<file path="src/rtl/muldiv_pkg.sv">
// Purpose: shared constants for the RV32M issue sequencer: funct3 codes, FSM states, special results.
// Latency: n/a (package only).
// Backpressure: n/a.
package muldiv_pkg;

    // RV32M funct3 encodings. Bit 2 separates the divide family from the multiply family.
    localparam logic [2:0] OP_MUL    = 3'd0;
    localparam logic [2:0] OP_MULH   = 3'd1;
    localparam logic [2:0] OP_MULHSU = 3'd2;
    localparam logic [2:0] OP_MULHU  = 3'd3;
    localparam logic [2:0] OP_DIV    = 3'd4;
    localparam logic [2:0] OP_DIVU   = 3'd5;
    localparam logic [2:0] OP_REM    = 3'd6;
    localparam logic [2:0] OP_REMU   = 3'd7;

    typedef enum logic [2:0] {
        ST_IDLE   = 3'd0,
        ST_LAUNCH = 3'd1,
        ST_WAIT   = 3'd2,
        ST_FIX    = 3'd3,
        ST_DONE   = 3'd4,
        ST_DRAIN  = 3'd5
    } state_t;

    // Architectural results for divide-by-zero and signed overflow.
    localparam logic [31:0] ALL_ONES = 32'hFFFF_FFFF;
    localparam logic [31:0] INT_MIN  = 32'h8000_0000;

endpackage

</file>
<file path="src/rtl/muldiv_signfix.sv">
// Purpose: operand magnitude/sign generation and signed result recovery around an unsigned mul/div core.
// Latency: purely combinational.
// Backpressure: none; the caller chooses which operand set to present.
//
// Ports: op/a/b - the operation and raw rs1/rs2; raw - 64-bit core result ({hi,lo} or {rem,quot});
//        abs_a/abs_b - unsigned operands for the core; mode - 0 multiply, 1 divide;
//        result - sign-corrected, half-selected rd value.
module muldiv_signfix
    import muldiv_pkg::*;
(
    input  logic [2:0]  op,
    input  logic [31:0] a,
    input  logic [31:0] b,
    input  logic [63:0] raw,
    output logic [31:0] abs_a,
    output logic [31:0] abs_b,
    output logic        mode,
    output logic [31:0] result
);

    logic        sa;
    logic        sb;
    logic [63:0] v;

    always_comb begin
        sa = 1'b0;
        sb = 1'b0;
        // MUL shares operands with MULH so a MULH;MUL pair can hit the reuse store;
        // the low product bits are identical either way.
        case (op)
            OP_MUL, OP_MULH, OP_DIV, OP_REM: begin
                sa = a[31];
                sb = b[31];
            end
            OP_MULHSU: sa = a[31];
            default:   ;
        endcase

        abs_a = sa ? (~a + 32'd1) : a;
        abs_b = sb ? (~b + 32'd1) : b;
        mode  = op[2];

        v = raw;
        if (!mode) begin
            if (sa ^ sb) begin
                v = ~raw + 64'd1;
            end
        end else begin
            // Quotient carries the XOR of signs, remainder follows the dividend.
            v[31:0]  = (sa ^ sb) ? (~raw[31:0] + 32'd1) : raw[31:0];
            v[63:32] = sa ? (~raw[63:32] + 32'd1) : raw[63:32];
        end

        case (op)
            OP_MUL, OP_DIV, OP_DIVU: result = v[31:0];
            default:                 result = v[63:32];
        endcase
    end

endmodule

</file>
<file path="src/rtl/muldiv_sequencer.sv">
// Purpose: issues one RV32M op at a time to the iterative unsigned mul/div core, fixes signs, handles div special cases.
// Latency: core path accept->resp_valid 36 cycles; div-by-zero/overflow 1 cycle; reuse hit (MULDIV_REUSE_EN) 2 cycles.
// Backpressure: one op in flight; req_ready only in IDLE, result held in DONE until resp_ready; stall holds EX.
//
// Ports: req_* - EX-stage request (funct3 op, rs1, rs2); flush - drop the in-flight op;
//        resp_* - result handshake; stall - pipeline hold; core_* - launch pulse, operands and
//        completion pulse/result of the 32-step core (core shares rst_n).
// Build option: define MULDIV_REUSE_EN to keep the last core operands/result and skip the core on a repeat.
module muldiv_sequencer
    import muldiv_pkg::*;
#(
    parameter int XLEN       = 32,
    parameter int CORE_STEPS = 32
) (
    input  logic              clk,
    input  logic              rst_n,
    input  logic              req_valid,
    input  logic [2:0]        req_op,
    input  logic [XLEN-1:0]   req_a,
    input  logic [XLEN-1:0]   req_b,
    output logic              req_ready,
    input  logic              flush,
    output logic              resp_valid,
    output logic [XLEN-1:0]   resp_data,
    input  logic              resp_ready,
    output logic              stall,
    output logic              core_valid,
    output logic              core_mode,
    output logic [XLEN-1:0]   core_a,
    output logic [XLEN-1:0]   core_b,
    input  logic              core_ready,
    input  logic [2*XLEN-1:0] core_out
);

    // Only the 32-bit, 32-step core exists; other settings fall into this empty branch
    // and are not supported.
    if (XLEN != 32 || CORE_STEPS != 32) begin : g_unsupported_cfg
    end

    state_t      state;
    state_t      state_nxt;

    logic [2:0]  op_q;
    logic [31:0] a_q;
    logic [31:0] b_q;
    logic [63:0] core_out_q;
    logic [31:0] res_q;

    logic        in_idle;
    logic        accept;
    logic        special;
    logic [31:0] special_res;
    logic        reuse_hit;

    logic [2:0]  sf_op;
    logic [31:0] sf_a;
    logic [31:0] sf_b;
    logic [31:0] sf_abs_a;
    logic [31:0] sf_abs_b;
    logic        sf_mode;
    logic [31:0] sf_result;

    assign in_idle = (state == ST_IDLE);
    // Flush outranks a new request in IDLE.
    assign accept  = in_idle & req_valid & ~flush;

    // One sign-fix instance: the live request in IDLE, the captured op afterwards (used in FIX).
    assign sf_op = in_idle ? req_op : op_q;
    assign sf_a  = in_idle ? req_a  : a_q;
    assign sf_b  = in_idle ? req_b  : b_q;

    muldiv_signfix u_signfix (
        .op     (sf_op),
        .a      (sf_a),
        .b      (sf_b),
        .raw    (core_out_q),
        .abs_a  (sf_abs_a),
        .abs_b  (sf_abs_b),
        .mode   (sf_mode),
        .result (sf_result)
    );

    // Divide family only; op[0]==0 marks the signed DIV/REM where INT_MIN/-1 overflows.
    assign special = req_op[2] &
                     ((req_b == '0) | (~req_op[0] & (req_a == INT_MIN) & (req_b == ALL_ONES)));

    // op[1] separates REM/REMU from DIV/DIVU.
    always_comb begin
        special_res = ALL_ONES;
        if (req_b == '0) begin
            special_res = req_op[1] ? req_a : ALL_ONES;
        end else begin
            special_res = req_op[1] ? 32'd0 : INT_MIN;
        end
    end

`ifdef MULDIV_REUSE_EN
    logic [31:0] last_a;
    logic [31:0] last_b;
    logic        last_mode;
    logic        reuse_vld;

    // core_out_q doubles as the stored raw result: it only changes on a real WAIT capture,
    // the same event that refreshes the operand tags.
    assign reuse_hit = reuse_vld & (sf_abs_a == last_a) & (sf_abs_b == last_b) & (sf_mode == last_mode);

    always_ff @(posedge clk or negedge rst_n) begin
        if (!rst_n) begin
            last_a    <= '0;
            last_b    <= '0;
            last_mode <= 1'b0;
            reuse_vld <= 1'b0;
        end else if (flush && (state == ST_LAUNCH || state == ST_WAIT || state == ST_DRAIN)) begin
            reuse_vld <= 1'b0;
        end else if (state == ST_WAIT && core_ready) begin
            last_a    <= core_a;
            last_b    <= core_b;
            last_mode <= core_mode;
            reuse_vld <= 1'b1;
        end
    end
`else
    assign reuse_hit = 1'b0;
`endif

    // State register.
    always_ff @(posedge clk or negedge rst_n) begin
        if (!rst_n) begin
            state <= ST_IDLE;
        end else begin
            state <= state_nxt;
        end
    end

    // Next-state logic.
    always_comb begin
        state_nxt = state;
        case (state)
            ST_IDLE: begin
                if (accept) begin
                    if (special) begin
                        state_nxt = ST_DONE;
                    end else if (reuse_hit) begin
                        state_nxt = ST_FIX;
                    end else begin
                        state_nxt = ST_LAUNCH;
                    end
                end
            end
            // The core cannot abort once launched, so a flush must wait out its completion.
            ST_LAUNCH: state_nxt = flush ? ST_DRAIN : ST_WAIT;
            ST_WAIT: begin
                if (flush) begin
                    // Completion arriving with the flush leaves nothing to drain.
                    state_nxt = core_ready ? ST_IDLE : ST_DRAIN;
                end else if (core_ready) begin
                    state_nxt = ST_FIX;
                end
            end
            ST_FIX:   state_nxt = flush ? ST_IDLE : ST_DONE;
            ST_DONE: begin
                if (flush || resp_ready) begin
                    state_nxt = ST_IDLE;
                end
            end
            ST_DRAIN: begin
                if (core_ready) begin
                    state_nxt = ST_IDLE;
                end
            end
            default:  state_nxt = ST_IDLE;
        endcase
    end

    // State-decoded outputs.
    always_comb begin
        req_ready  = 1'b0;
        core_valid = 1'b0;
        resp_valid = 1'b0;
        case (state)
            ST_IDLE:   req_ready  = 1'b1;
            ST_LAUNCH: core_valid = 1'b1;
            ST_DONE:   resp_valid = 1'b1;
            default:   ;
        endcase
    end

    assign stall     = (req_valid & ~resp_valid) | (~in_idle & ~resp_valid);
    assign resp_data = res_q;

    // Datapath captures. core_a/core_b/core_mode stay put from accept until the next accept,
    // which keeps them stable across LAUNCH, WAIT and DRAIN.
    always_ff @(posedge clk or negedge rst_n) begin
        if (!rst_n) begin
            op_q       <= '0;
            a_q        <= '0;
            b_q        <= '0;
            core_a     <= '0;
            core_b     <= '0;
            core_mode  <= 1'b0;
            core_out_q <= '0;
            res_q      <= '0;
        end else begin
            if (accept) begin
                op_q      <= req_op;
                a_q       <= req_a;
                b_q       <= req_b;
                core_a    <= sf_abs_a;
                core_b    <= sf_abs_b;
                core_mode <= sf_mode;
                if (special) begin
                    res_q <= special_res;
                end
            end
            // core_ready in any other state is stray and must not disturb the stored result.
            if (state == ST_WAIT && core_ready && !flush) begin
                core_out_q <= core_out;
            end
            if (state == ST_FIX) begin
                res_q <= sf_result;
            end
        end
    end

endmodule

</file>
<file path="config.mk">
export PLATFORM = sky130hd
export DESIGN_NAME = muldiv_sequencer
export DESIGN_NICKNAME = d
export VERILOG_FILES = /design/src/rtl/muldiv_pkg.sv /design/src/rtl/muldiv_signfix.sv /design/src/rtl/muldiv_sequencer.sv
export SDC_FILE = /design/constraint.sdc
export NUM_CORES = 1
export LEC_CHECK = 0
export BUFFER_PORTS_ARGS = -buffer_cell sky130_fd_sc_hd__buf_2
export CORE_MARGIN = 1.5
export CORE_UTILIZATION = 60
export CTS_CLUSTER_DIAMETER = 30
export CTS_CLUSTER_SIZE = 16
export DETAILED_ROUTE_END_ITERATION = 8
export PLACE_DENSITY = 0.85
export SETUP_SLACK_MARGIN = 0.02
export SLEW_MARGIN = 20
export SYNTH_ARGS = -nofsm -noshare
export SYNTH_HDL_FRONTEND = slang
export SYNTH_SLANG_ARGS = --single-unit
</file>
<file path="constraint.sdc">
create_clock -name clk -period 11.3 [get_ports clk]
set_input_delay 2.26 -clock clk [delete_from_list [all_inputs] [get_ports clk]]
set_output_delay 2.26 -clock clk [all_outputs]
set_load 0.02 [all_outputs]
</file>
# --- Yosys cells after proc, flatten, opt, wreduce, memory -nomap -nowiden ---
# Index checks and enable logic that the tools add are counted.
totals:
  ff_bits: 231
  latch_bits: 0
  ram_bits: 0
  mem_bits_ro: 0
  in_bits: 137
  out_inout_bits: 101
  word_cells: 94
  n_memories: 0
op_classes:
  add_sub_neg: 5
  multipliers: 0
  n_div: 0
  order_cmp: 0
  n_eq_ne: 16
  shifts: 0
  muxes: 31
  n_bitwise: 19
  n_reduce_logical: 14
ops:
  columns: ["cell", "count"]
  rows:
  - ["2-to-1 mux 32 bit", 13]
  - ["adder 32 x 1 -> 32 bit, second input constant", 4]
  - ["2-to-1 mux 64 bit", 2]
  - ["inverter 32 bit", 4]
  - ["adder 64 x 1 -> 64 bit, second input constant", 1]
  - ["== test 32 bit, second input constant", 2]
  - ["inverter 64 bit", 1]
  - ["logical NOT 32 bit", 1]
  - ["2-to-1 mux 3 bit", 10]
  - ["case mux 3 bit (6 select lines)", 1]
  - ["== test 3 bit, second input constant", 5]
  - ["== test 3 x 2 -> 1 bit, second input constant", 3]
  - ["AND 1 bit", 7]
  - ["== test 3 x 1 -> 1 bit, second input constant", 2]
  - ["logical NOT 3 bit", 2]
  - ["2-to-1 mux 1 bit", 5]
  - ["OR reduction 5 bit", 1]
  - ["inequality test 2 bit, second input constant", 2]
  - ["inverter 1 bit", 4]
  - ["AND reduction 4 bit", 1]
  - ["nonzero test 2 bit", 2]
  - ["OR reduction 4 bit", 1]
  - ["inequality test 3 bit, second input constant", 1]
  - ["OR reduction 3 bit", 1]
  - ["7 further kinds", 9]

# --- Depth between registers and ports, before layout ---
# Gate-level depths: netlist of the first run.
depth:
  ltp_word: 10
  ltp_mapped: 16
  mapped_depth_nobuf: 9

# --- Hierarchy ---
# Synthesis of the first run repeated with hierarchy kept, for this count alone.
hier_totals:
  hier_cells: 1339
  hier_area_um2: 14191.1
modules_own_cells:
  columns: ["module", "n_inst", "cells_each", "area_each_um2", "seq_area_each_um2"]
  rows:
  - ["muldiv_sequencer", 1, 742, 10118.5, 5780.5]
  - ["muldiv_signfix", 1, 597, 4072.7, 0.0]

# --- Least setup slack after synthesis of the first run ---
# OpenSTA, ideal clock, no wires.
synth_path:
  path_kind: "input-to-output"
  start: "input req_valid"
  end: "output stall"
  arrival_time_ns: 2.766
  required_time_ns: 9.040
  path_slack_ns: 6.274
  stages: 2
  path_buffers: 0
  cell_sequence: "inv_1 > o21ai_0"
synth_via:
  elab_chain_cells: 2
synth_rtl:
  columns: ["item", "line", "text"]
  rows:
  - ["start, declared", "muldiv_sequencer.sv:17", "input logic req_valid,"]
  - ["AND 1 bit", "muldiv_sequencer.sv:188", "assign stall = (req_valid & ~resp_valid) | (~in_idle & ~resp_valid);"]
  - ["bitwise OR 1 bit", "muldiv_sequencer.sv:188", null]
  - ["end, declared", "muldiv_sequencer.sv:26", "output logic stall,"]
# No other way between the ends.

# --- Final worst setup path of the first run ---
layout_path:
  start: "register state[1]"
  end: "output req_ready"
layout_via:
  elab_chain_cells: 2
layout_rtl:
  columns: ["item", "line", "text"]
  rows:
  - ["start, declared", "muldiv_sequencer.sv:40", "state_t state;"]
  - ["start signal, assigned", "muldiv_sequencer.sv:131", "state <= state_nxt;"]
  - ["logical NOT 3 bit", "muldiv_sequencer.sv:180", "case (state)"]
  - ["2-to-1 mux 1 bit", "muldiv_sequencer.sv:180", null]
  - ["end, declared", "muldiv_sequencer.sv:21", "output logic req_ready,"]
# No other way between the ends.

==> results of run 1 <==
-- layout by cell type, fill, tap and decap left out, types with 7 or more instances in the layout --
cell / Yosys / final
a211oi_1: 10 / 10
a21oi_1: 66 / 66
a221oi_1: 19 / 19
a22oi_1: 7 / 7
a31oi_1: 18 / 18
and2_1: 9 / 9
and3_1: 10 / 10
buf_2: 13 / 236
buf_4: 2 / 14
bufinv_16: 0 / 7
clkbuf_16: 0 / 47
clkinv_2: 0 / 9
clkinvlp_4: 0 / 7
dfrtp_1: 231 / 231
inv_1: 32 / 32
mux2_2: 73 / 73
mux2i_1: 56 / 56
nand2_1: 229 / 229
nand2b_1: 17 / 17
nand3_1: 11 / 9
nand4_1: 15 / 15
nor2_1: 88 / 87
nor3_1: 43 / 43
nor4_1: 24 / 24
o211ai_1: 8 / 8
o21ai_0: 131 / 129
o21ai_1: 35 / 35
o22ai_1: 16 / 16
o31ai_1: 14 / 14
or3_1: 15 / 14
or4_1: 8 / 8
xnor2_1: 58 / 58
xor2_1: 57 / 57
-- critical path: stages (launching register included) --
cell	delay, ps
dfrtp_1	360
buf_4	210
or3_4	730
inv_1	540
buf_4	360
buf_2	220
-- power by group --
group	internal (mW)	switching (mW)	total (mW)	leakage, nW
logic	1.09	1.80	2.89	3.99
registers	1.21	0.382	1.60	2.89
clock network	0.948	0.467	1.42	0.779
-- through the flow --
stage | setup WS (ps) | total power [mW]
after floorplan | 6274 | 3.541
after global placement | 6211 | 4.307
after detailed placement | 6169 | 4.395
after CTS | 6086 | 5.837
after global routing | 5986 | 6.203
final | 6062 | 5.901
-- path summary, 6_finish.rpt --
| kind | from | end | slack, ps |
|---|---|---|---|
| setup reg to reg | state[1] | resp_data[5] | 6580 |
| hold / removal | core_a[15] | core_a[15] | 470 |
| max in group asynchronous | rst_n | core_out_q[45] | 8110 |
| setup / recovery | state[1] | req_ready | 6060 |
| hold reg to reg | core_a[15] | core_a[15] | 470 |
| min in group asynchronous | rst_n | core_b[14] | 1740 |
-- metal layers --
layer	vias up	share of wire	track usage
met1	6288	0.39	0.4879
met3	181	0.097	0.07356
met2	837	0.45	0.5669
li1	5833	-	-
met4	0	0.060	0.2104
met5	-	0	0
-- cell type report --
type / count / area share
Inverter: 32 / 0.007238
Tap cell: 285 / 0.02149
Antenna cell: 2 / 0.0003016
Sequential cell: 231 / 0.3483
Clock inverter: 29 / 0.02239
Clock buffer: 55 / 0.07510
Timing Repair Buffer: 251 / 0.07841
Multi-Input combinational cell: 1147 / 0.4467
-- synth_stat cells (all sizes together) (4+ instances only) --
| cell | n | area (um2) |
|---|---|---|
| dfrtp | 231 | 5781 |
| nand2 | 229 | 859.6 |
| o21ai | 166 | 830.8 |
| nor2 | 89 | 350.3 |
| mux2 | 76 | 863.3 |
| clkbuf | 71 | 266.5 |
| a21oi | 68 | 355.3 |
| mux2i | 59 | 601.8 |
| xnor2 | 58 | 508.0 |
| xor2 | 57 | 499.2 |
| nor3 | 44 | 225.2 |
| inv | 32 | 120.1 |
| nor4 | 25 | 162.6 |
| buf | 23 | 140.1 |
| a221oi | 19 | 166.4 |
| a31oi | 18 | 112.6 |
| nand2b | 18 | 120.1 |
| or3 | 18 | 120.1 |
| nand4 | 16 | 106.4 |
| o22ai | 16 | 100.1 |
| o31ai | 15 | 117.6 |
| nand3 | 11 | 55.05 |
| or4 | 11 | 93.84 |
| a211oi | 10 | 75.07 |
| and2 | 10 | 62.56 |
| and3 | 10 | 62.56 |
| o211ai | 8 | 60.06 |
| a22oi | 7 | 52.55 |
| a21boi | 6 | 45.04 |
| nor4b | 6 | 73.81 |
| o2111ai | 6 | 52.55 |
| o41ai | 6 | 75.08 |
| nand4b | 5 | 43.79 |
| o21a | 5 | 37.54 |
| or4b | 5 | 50.05 |
| ha | 4 | 50.05 |
| nand3b | 4 | 30.03 |
| o21bai | 4 | 30.03 |
| o31a | 4 | 35.03 |
-- state kept, by name (all words and copies together), names as in the netlist, 3 cells and up --
name and flops:
op_q 3, a_q 32, state 3, core_a 32
core_out_q 64, resp_data 32, core_b 32, b_q 32
-- kinds of logic (layout without fill, tap and decap cells) --
| logic type | count (synthesis) | count (layout) | share of synthesized area |
|---|---|---|---|
| multiplexers | 135 | 135 | 0.1070 |
| AND/OR/NAND/NOR | 514 | 514 | 0.1843 |
| XOR/XNOR | 115 | 115 | 0.07358 |
| AO/OA/AOI/OAI | 379 | 379 | 0.1707 |
| flip-flops | 231 | 231 | 0.4223 |
| buffers and inverters | 126 | 367 | 0.03848 |
| other | 0 | 2 | 0 |
| adder cells (fa/ha/maj) | 4 | 4 | 0.003656 |
==> reports/results.txt, run 1 <==
status: complete, no violations
drt pass-1 iters: 8
per-cell routed wire length: 21.67 um
initial antenna violation count: 1
fin. max-slew vios: 0
Nets: 1,850
clock-pin slew on the worst setup and hold paths: 50 ps
worst-margin pin slew: 1185 ps
Fmax: 0.1909 GHz
fin crit share: 0.4635
Yosys cell types: 84
slew margin rel.: 0.2072
DP Wirelength: 31.38 mm
die width: 154.0 um
Core Footprint: 0.02250 mm2
Hold Buf Count CTS: 0
number of DRC markers in iteration 0: 1,585
postcts setup bufs: 0
Warnings, synthesis: 0
sequential share of the synthesized area: 0.4223
FF+latch area: 0.005781 mm2
Layout Utilization: 0.7374
number of flops mapped to enable cells by yosys: 0
vias in the first global route: 12,549
io pins: 238
multi-input logic area: 0.007413 mm2
PortBufs: 237
design area: 0.01659 mm2
die area: 0.02373 mm2
# setup viols final: 0
Area Overhead vs Synth: 21.23%
RD Place Congestion: 1.014
row count: 55
Max Fanout on Critical Path: 51
Hold Crit Class: flip-flop to flip-flop
largest net degree at the start of global routing: 123
Starting Density: 0.6083
path depth of the worst reg2reg path: 9
vias per inst: 6.466
Final Hold Fails: 0
max-cap check violation count: 0
clk sinks: 231
non-filler instance count after layout: 2,032
data arrival time of the critical path: 2980 ps
CP required: 9040 ps
Synth Instances: 1,504
Worst Hold Depth: 2
unrepaired setup endpoints after global routing: false
Tmin final: 5238 ps
CP Capture Type: output port
Placed Area: 0.01497 mm2
via count: 13,139
Fin Setup TNS: 0 ps
Die Ht: 154.0 um
worst hold slack: 468.4 ps
ys flop type: dfrtp_1
Post-synth ARST share: 1.000
Post-route DRC: 0
Static Leak: 7.659 nW
final WL: 44.03 mm
first-pass GRT wire length: 68.59 mm
worst-skew pair later-pin latency: 550 ps
clk_skew: 19.46 ps
Syn Nets: 1,645
fill cell count: 1,610
Critical Path Start Type: flip-flop
H-Tree Depth: 2
synthesized area per cell: 9.101 um2
cts bufs inserted: 46
TritonCTS clock tree: built
DP Cell Count: 1,946
number of synthesized register bits: 231
post-cts resize count: 0
grt total ovfl: 0
root buf cell: clkbuf_16
pwr/cell area: 355.6 mW/mm2
layout cells sized above 1: 0.2521
ANT nets after route: 0
Max clock buf depth: 3
Peak supply drop: 215.9 uV
mapped cell area: 0.01369 mm2
GR Util All Layers: 0.3685
Setup CP Type: flip-flop to output port
Power figures use the tool's default switching activity.
==> run 2: changes to the inputs <==
--- a/config.mk
+++ b/config.mk
@@ -7,11 +7,11 @@
 export LEC_CHECK = 0
 export BUFFER_PORTS_ARGS = -buffer_cell sky130_fd_sc_hd__buf_2
 export CORE_MARGIN = 1.5
-export CORE_UTILIZATION = 60
+export CORE_UTILIZATION = 52
 export CTS_CLUSTER_DIAMETER = 30
 export CTS_CLUSTER_SIZE = 16
 export DETAILED_ROUTE_END_ITERATION = 8
-export PLACE_DENSITY = 0.85
+export PLACE_DENSITY = 0.78
 export SETUP_SLACK_MARGIN = 0.02
 export SLEW_MARGIN = 20
 export SYNTH_ARGS = -nofsm -noshare
==> constraint.sdc (replaced) <==
create_clock -name clk -period 4.43 [get_ports clk]
set_input_delay 0.886 -clock clk [delete_from_list [all_inputs] [get_ports clk]]
set_output_delay 0.886 -clock clk [all_outputs]
set_load 0.02 [all_outputs]
==> run 2 against run 1 <==
  * Via count is 1.1% lower
  * Clock power is 150% higher
  * Final cell count is 3.2% higher
  * Non-clock buffer count is 13 higher
  * Total power grew to 2.5 times the previous value
  * Utilization is 9.2 points lower
  * Flip-flop and latch count stayed put
  * Routed wire length is 0.46% higher
  * Combinational power grew to 2.5 times the previous value
  * Sequential share of layout area is 0.28 points lower
  * Critical endpoint is now core_a[30]
  * Register-to-register slack worse by 5700 ps
==> reports/results.txt, run 2 (synthesized netlist as in run 1, its figures left out) <==
Cell Int Power: 8.242 mW (+150%)
Fmax: 0.2837 GHz
CP Capture Type: flip-flop
max-cap check violation count: 0 (unchanged)
Fin Setup TNS: 0 ps (unchanged)
number of DRC markers in iteration 0: 1,404 (-11%)
Post-route DRC: 0 (unchanged)
per-cell routed wire length: 21.09 um (-2.7%)
Worst path slowest cell: or3_4
Final Hold Fails: 0 (unchanged)
clk_skew: 31.72 ps (+12.26 ps)
status: complete, no violations
slew margin rel.: 0.3404 (+0.1332)
data arrival time of the critical path: 3930 ps (+950 ps)
non-filler instance count after layout: 2,097 (+3.2%)
worst-margin pin slew: 989.4 ps (-195.4 ps)
die width: 165.2 um (+7.3%)
most frequent cells in the layout: buf_2 (236), dfrtp_1 (231), nand2_1 (229), o21ai_0 (129), nor2_1 (88)
fin. max-slew vios: 0 (unchanged)
post-cts resize count: 0 (unchanged)
final WL: 44.23 mm (+0.46%)
Sw Pwr: 6.668 mW (+150%)
unrepaired setup endpoints after global routing: false
GR Util All Layers: 0.3237 (-0.04475)
Hold Crit Class: input port to asynchronous set/reset pin
Layout Utilization: 0.6457 (-0.09174)
DP Cell Count: 2,009 (+3.2%)
PortBufs: 237 (unchanged)
Critical Path Start Type: flip-flop
Clock Power Share: 0.234 (-0.006)
# setup viols final: 0 (unchanged)
layout cells sized above 1: 0.2553 (+0.003110)
grt total ovfl: 0 (unchanged)
postcts setup bufs: 0 (unchanged)
Area Overhead vs Synth: 22.23%
DP Worst Slack: 567.6 ps (-5601 ps)
vias in the first global route: 12,243 (-2.4%)
cts bufs inserted: 46 (unchanged)
pwr/cell area: 891.1 mW/mm2 (+150%)
Biggest register: core_out_q
Sequential Power Share: 0.274 (+0.003)
Peak supply drop: 521.7 uV (+140%)
combinational share of power: 0.492 (+0.002)
Max Fanout on Critical Path: 46 (-9.8%)
clock-pin slew on the worst setup and hold paths: 50 ps (about the same)
DP Wirelength: 31.84 mm (+1.5%)
design area: 0.01673 mm2 (+0.82%)
CP required: 4840 ps (-4200 ps)
crit-path leading delay family: simple AND/OR/NAND/NOR gates
critical path cell sequence: or3_4 -> mux2i_2 -> ha_1 -> inv_1 -> nor4b_1 -> nand4_1 -> o31ai_1 -> xnor2_1 -> o21ai_1
fill cell count: 2,133 (+32%)
Worst Setup SP: state[1]
vias per inst: 6.198 (-4.1%)
crit path buf inv count: 1 (-3)
worst-skew pair later-pin latency: 550 ps (about the same)
io pins: 238 (unchanged)
fin crit share: 0.7957
Final WS setup: 905.1 ps (-5157 ps)
first-pass GRT wire length: 67.85 mm (-1.1%)
initial antenna violation count: 5 (+4)
Placed Area: 0.01515 mm2 (+1.2%)
reg-to-reg startpoint: state[1]
CP max stage delay: 670 ps (-60 ps)
root buf cell: clkbuf_16
Die Ht: 165.2 um (+7.3%)
clk sinks: 231 (unchanged)
drt pass-1 iters: 6 (-2)
TritonCTS clock tree: built
Nets: 1,863 (+0.70%)
RD Place Congestion: 0.9651 (-4.8%)
H-Tree Depth: 2 (unchanged)
largest net degree at the start of global routing: 170 (+38%)
Starting Density: 0.5283 (-0.08001)
Setup CP Type: flip-flop to flip-flop
Sw Ratio: 0.4472 (-0.002092)
die area: 0.02731 mm2 (+15%)
total power: 14.91 mW (+150%)
worst hold slack: 426.1 ps (-42.35 ps)
row count: 59 (+7.3%)
Tmin final: 3525 ps
Max clock buf depth: 3 (unchanged)
commonest non-fill, non-tap cell in the layout: buf_2
via count: 12,998 (-1.1%)
Static Leak: 7.716 nW (+0.74%)
Core Footprint: 0.02591 mm2 (+15%)
Hold Buf Count CTS: 0 (unchanged)
max reg flops: 64 (unchanged)
ANT nets after route: 0 (unchanged)
==> run 2: area by class of cell <==
cell class / count / area (um2) / area share
tap: 335 / 419.2 / 0.02505
timing repair buffer: 264 / 1424 / 0.08510
sequential: 231 / 5781 / 0.3455
multi-input combinational: 1147 / 7403 / 0.4425
clock inverter: 27 / 309.0 / 0.01847
inverter: 32 / 120.1 / 0.007179
antenna: 3 / 7.507 / 0.0004487
clock buffer: 58 / 1267 / 0.07576
==> run 2: worst paths after layout <==
path | endpoint | slack, ps | depth (start not counted)
worst max-delay path | core_a[30] | 910 | 9
worst min-delay path | b_q[18] | 430 | 1
worst max register to register | core_a[30] | 910 | 9
worst min register to register | core_a[1] | 470 | 2
max in group asynchronous | core_out_q[20] | 2990 | 2
min in group clk | core_a[1] | 470 | 2
==> run 2: layer usage <==
layer | global-route usage | share of wire
met5 | 0 | 0.00029
met4 | 0.1478 | 0.048
met3 | 0.07517 | 0.11
met2 | 0.4903 | 0.44
met1 | 0.4400 | 0.41
==> run 2: power groups by stage <==
| stage | Combinational [mW] | Clock (mW) | Sequential [mW] |
|---|---|---|---|
| final | 7.34 | 3.48 | 4.08 |
| after global routing | 7.95 | 3.62 | 4.19 |
| after CTS | 7.23 | 3.50 | 4.04 |
| after detailed placement | 7.17 | 0 | 4.06 |
| after global placement | 7.03 | 0 | 4.02 |
| after floorplan | 4.80 | 0 | 4.23 |
